File: src/rtl/dense_argmax.sv
// dense_argmax: streams CLASS_COUNT signed scores over a valid/ready handshake
// and reports the index and value of the largest one (ties keep the lower
// index). The result is held until the host acknowledges it.
module dense_argmax #(
  parameter int unsigned CLASS_COUNT = 10,
  parameter int unsigned DATA_SIZE   = 16
) (
  input  logic                           clk,
  input  logic                           rst,
  input  logic                           start,
  input  logic [DATA_SIZE-1:0]           dataIn,
  input  logic                           dataValid,
  output logic                           ready,
  output logic                           busy,
  output logic                           done,
  input  logic                           ack,
  output logic [$clog2(CLASS_COUNT)-1:0] classIdx,
  output logic [DATA_SIZE-1:0]           maxValue
);

  localparam int unsigned IDX_W = $clog2(CLASS_COUNT);

  localparam logic [1:0] S_IDLE    = 2'd0;
  localparam logic [1:0] S_COLLECT = 2'd1;
  localparam logic [1:0] S_DONE    = 2'd2;

  localparam logic [IDX_W-1:0] LAST_IDX = IDX_W'(CLASS_COUNT - 1);

  logic [1:0]       state_q;
  logic [1:0]       state_d;
  logic [IDX_W-1:0] cnt_q;

  logic xfer_c;
  logic last_c;
  logic greater_c;

  assign xfer_c    = dataValid && (state_q == S_COLLECT);
  assign last_c    = (cnt_q == LAST_IDX);
  assign greater_c = $signed(dataIn) > $signed(maxValue);

  // State register
  always_ff @(posedge clk or negedge rst) begin
    if (!rst) begin
      state_q <= S_IDLE;
    end else begin
      state_q <= state_d;
    end
  end

  // Next-state logic
  always_comb begin
    state_d = state_q;
    case (state_q)
      S_IDLE:    if (start)           state_d = S_COLLECT;
      S_COLLECT: if (xfer_c && last_c) state_d = S_DONE;
      S_DONE:    if (ack)             state_d = S_IDLE;
      default:                        state_d = S_IDLE;
    endcase
  end

  // Status outputs registered from the next state so they track state_q exactly
  always_ff @(posedge clk or negedge rst) begin
    if (!rst) begin
      ready <= 1'b0;
      busy  <= 1'b0;
      done  <= 1'b0;
    end else begin
      ready <= (state_d == S_COLLECT);
      busy  <= (state_d == S_COLLECT) || (state_d == S_DONE);
      done  <= (state_d == S_DONE);
    end
  end

  // Sample counter and running maximum; sample 0 always reloads the result
  always_ff @(posedge clk or negedge rst) begin
    if (!rst) begin
      cnt_q    <= '0;
      classIdx <= '0;
      maxValue <= '0;
    end else if ((state_q == S_IDLE) && start) begin
      cnt_q <= '0;
    end else if (xfer_c) begin
      if ((cnt_q == '0) || greater_c) begin
        maxValue <= dataIn;
        classIdx <= cnt_q;
      end
      if (!last_c) begin
        cnt_q <= cnt_q + IDX_W'(1);
      end
    end
  end

endmodule

File: config.mk
export PLATFORM = sky130hd
export DESIGN_NAME = dense_argmax
export DESIGN_NICKNAME = d
export VERILOG_FILES = /design/src/rtl/dense_argmax.sv
export SDC_FILE = /design/constraint.sdc
export NUM_CORES = 1
export LEC_CHECK = 0
export ABC_CLOCK_PERIOD_IN_PS = 2450
export BUFFER_PORTS_ARGS = -buffer_cell sky130_fd_sc_hd__buf_2
export CAP_MARGIN = 10
export CORE_MARGIN = 1.5
export CORE_UTILIZATION = 47
export DETAILED_ROUTE_END_ITERATION = 8
export GPL_ROUTABILITY_DRIVEN = 0
export PLACE_DENSITY_LB_ADDON = 0.15
export RECOVER_POWER = 50
export SLEW_MARGIN = 5
export SYNTH_ARGS = -nofsm -noshare
export SYNTH_HDL_FRONTEND = slang
export SYNTH_SLANG_ARGS = --single-unit
File: constraint.sdc
create_clock -name clk -period 2.45 [get_ports clk]
set_input_delay 0.1225 -clock clk [delete_from_list [all_inputs] [get_ports clk]]
set_output_delay 0.1225 -clock clk [all_outputs]
set_load 0.03 [all_outputs]
# Yosys cells after proc, flatten, opt, wreduce, memory -nomap -nowiden
# Cells that the tools add are included.
# totals
inputBits	21
regBits	29
out_inout_bits	23
# classes
n_lt_le_gt_ge	1
bitwise_logic	1
n_mux	7
n_eq_ne	6
n_reduce_logical	10
addsub	1
# ops
cell	n
$gt 16x16->1	1
$mux 4	3
$mux 2	3
$pmux 2 s3	1
$add 4x1->4 const B	1
$eq 2x1->1 const B	2
$eq 2x2->1 const B	2
$eq 4x4->1 const B	1
$logic_not 4->1	1
$logic_and 1x1->1	3
$reduce_and 3->1	1
$logic_not 2->1	1
$logic_or 1x1->1	2
$ne 2x1->1 const B	1
$reduce_and 2->1	1
$reduce_bool 2->1	1
$not 1->1	1

# Longest topological paths before layout
# logic_depth
word_depth	7
ltp_mapped	9

# Worst setup path before layout
# No wires, ideal clock.
# synth_path
path_kind	register to register
startpoint	register maxValue[15]
endpoint	register classIdx[0]
stages_incl_launch_ff	10
arrival_time_ns	2.436
slack_ns	-0.111
path_buffers	1
path_cell_list	dfrtp_1 inv_1 ha_1 nand4_4 nor2_1 a311o_1 a221oi_2 mux2i_1 buf_6 mux2_4
# synth_via
elab_chain_len	3
# synth_lines
element	line_no	rtl
start, declared	18	output logic [DATA_SIZE-1:0] maxValue
start signal, assigned	84	maxValue <= dataIn;
$gt 16x16->1	39	assign greater_c = $signed(dataIn) > $signed(maxValue);
$logic_or 1x1->1	83	if ((cnt_q == '0) || greater_c) begin
$reduce_and 3->1 (no line)	--	
end signal, assigned	85	classIdx <= cnt_q;
end, declared	17	output logic [$clog2(CLASS_COUNT)-1:0] classIdx,
# No other way between the ends.
# A chain may end at the register's enable or synchronous reset.

# Worst setup path after layout
# layout_path
startpoint	register maxValue[15]
endpoint	register maxValue[12]
# layout_via
elab_chain_len	3
# layout_lines
element	line_no
$gt 16x16->1	39
$logic_or 1x1->1	83
$reduce_and 3->1 (no line)	--
# No other way between the ends.

==> impl_metrics.yaml <==
clocking:
  htree_num_levels: 2
  cts_sinks: 29
  cts_made_buffers: 5
  cts_buffer_depth: 2
  cts-root-buf: "clkbuf_4"
  clk_latency_ns: 0.35
  cts_tree: "yes"
  path_clk_slew_ns: 0.11
timing:
  post-route-min-period_ns: 2.472
  finalMaxSlewViolations: 30
  maxSlewHeadroom_pct: -4.107
  rsz0062_at_grt: "true"
  finalSetupViolCount: 10
  fin_ws_ns: -0.02238
  fin_crit_sh_pct: 100.9
  hold_viol: 0
  max_freq_mhz: 404.5
  finClkSkew_ns: 0.01418
  tightest_slew_ns: 1.562
floorplanning:
  io_pins: 44
  std_cell_rows: 21
  start_util_pct: 50.48
  die_y_um: 63.57
  die-area_um2: 4041
  coreArea_um2: 3416
  die_w_um: 63.57
detailed_routing:
  drt_iter0_markers: 32
  drt_pass1_iterations: 4
  wirelength_um: 3461
  num_vias: 1271
  vias_per_cell: 5.044
  post_drt_wl_per_cell_um: 13.73
  drc: 0
  ant_nets: 0
setup_path:
  endpoint_kind: "register"
  cp.required_ns: 2.68
  arrival_ns: 2.70
  worst-setup-path-type: "reg -> reg"
  crit_path_max_fanout: 4
  cp-start-kind: "register"
outcome:
  status: "finished, violations left"
  violations: "capacitance limit, slew limit, setup timing"
power:
  vdd_drop_max_uv: 752.6
  power_density_nw_per_um2: 1512
  power_uw: 3464
  leakage_uw: 0.001168
global_routing:
  overflow: 0
  grt_max_degree: 30
  grt_usage_pct: 19.30
  antenna_found_initial: 0
  grt_pass1_vias: 1364
  grt_pass1_wl_um: 5913
synthesis:
  synth_area_leaders: "dfrtp_1 (42%), mux2_4 (17%), ha_1 (15%)"
  synth.distinct_cells: 28
  yosysSeqAreaShare_pct: 42.09
  synth_top_area_share_pct: 42.09
  synth_seq_cells: 29
  syn_inst: 145
  syn-cell-area_um2: 1724
  yosysWarnings: 0
  yosysTopAreaCell: "dfrtp_1"
  syn_avg_cell_area_um2: 11.89
  syn-num-nets: 187
cells_and_area:
  area_delta_synth_final_pct: 32.87
  multi_input_area_um2: 991.0
  final_common_cell: "buf_2"
  num-nets-final: 247
  final_cell_mix: "buf_2 (41), dfrtp_1 (23), mux2_4 (20)"
  regArea_um2: 733.2
  drive_gt1_share_pct: 51.94
  antenna_cells: 0
  n_fill_cell: 282
place:
  port_buffers: 43
  detailed_place_hpwl_um: 2590
  place_ws_ns: -0.08000
hold_path:
  holdCritPathClass: "in -> reg"
flow_run:
  cap_violations: 1
## state kept, by name, indices dropped and copies added (netlist names)
register	count
busy	1
classIdx	4
cnt_q	4
done	1
maxValue	16
ready	1
state_q	2
## stage by stage
stage               util, %  TNS, ns  instance area, um^2  cells  hold WS [ns]
finish                67.07  -0.1281                 2291    252       0.02030
global route          67.07   -1.661                 2291    252       0.01913
CTS                   68.24  -0.2346                 2331    254       0.01598
detailed placement    61.39   -1.173                 2097    239        0.1840
global placement      61.39  -0.4938                 2097    239        0.1726
floorplan                 -        0                 1769    145       -0.1731
## what timing repair did
item	CTS	global route
endpoints found under the hold margin	29	0
pin swaps	5	2
setup buffers	5	0
hold buffers	1	0
cloned	1	0
gates resized for setup	15	2
endpoints found under the setup margin	20	20
## worst max-delay path, stage by stage, from the launching register on
cell      delay, ns
dfrtp_2        0.42
inv_2          0.07
ha_4           0.20
nand4_4        0.12
nor2_2         0.05
a311o_1        0.36
a221oi_2       0.27
mux2i_4        0.36
buf_4          0.19
mux2_4         0.30
## path summary, 6_finish.rpt
check	startpoint	to	slack, ns	cells past startpoint
max in group asynchronous	rst	maxValue[11]	0.74	2
worst max-delay path	maxValue[15]	maxValue[12]	-0.02	9
min in group asynchronous	rst	maxValue[3]	0.69	2
worst min-delay path	dataIn[3]	maxValue[3]	0.02	2
worst min register to register	classIdx[2]	classIdx[2]	0.52	1
worst max register to register	maxValue[15]	maxValue[12]	-0.02	9
## kinds of logic (layout without fill, tap and decap cells)
| family | count (synthesis) | after routing | share of synthesized area, % |
|---|---|---|---|
| and+or+nand+nor | 30 | 30 | 10.67 |
| DFF | 29 | 29 | 42.09 |
| buffers and inverters | 26 | 87 | 6.531 |
| adders and majority gates | 21 | 21 | 15.24 |
| muxes | 21 | 21 | 18.00 |
| AOI/OAI and AO/OA | 15 | 15 | 5.950 |
| xor gates and xnor gates | 3 | 3 | 1.524 |
## cell type report
cell class                 count  share of cell area (%)
multi-input combinational     90                   43.25
sequential                    29                   32.00
timing repair buffer          55                   13.82
inverter                      24                   3.932
clock inverter                 3                   2.840
tap                           46                   2.512
clock buffer                   5                   1.638
## synth_stat cells
cell type and n:
xnor2_1 1, nor4_4 1, mux2i_1 1, nand4_1 2, or3_1 1, dfrtp_1 29, a311o_1 1, xor2_1 2
mux2_4 20, inv_1 23, nand2_1 8, nor2_1 8, o221ai_1 1, nand4_2 1, a31oi_1 2, a221oi_2 1
nand3_1 4, and3_1 1, inv_2 1, nand4_4 1, ha_1 21, nor4b_1 1, a21oi_1 7, buf_6 2
a21o_1 2, nor3b_1 1, nand3b_1 1, o22ai_1 1
## per-layer routing
metal | vias up | share of wire (%) | global-route usage [%]
li1 | 618 | - | -
met2 | 36 | 49 | 32.50
met3 | 9 | 5.3 | 3.929
met4 | 0 | 2.9 | 10.60
met1 | 608 | 43 | 22.92
met5 | - | 0 | 0
## power breakdown
group / switching [uW] / internal (uW) / leakage (uW) / total [uW]
Clock: 180 / 316 / 0.0000552 / 496
Combinational: 1060 / 1020 / 0.000776 / 2080
Sequential: 176 / 712 / 0.000336 / 889
Power figures use the tool's default switching activity.
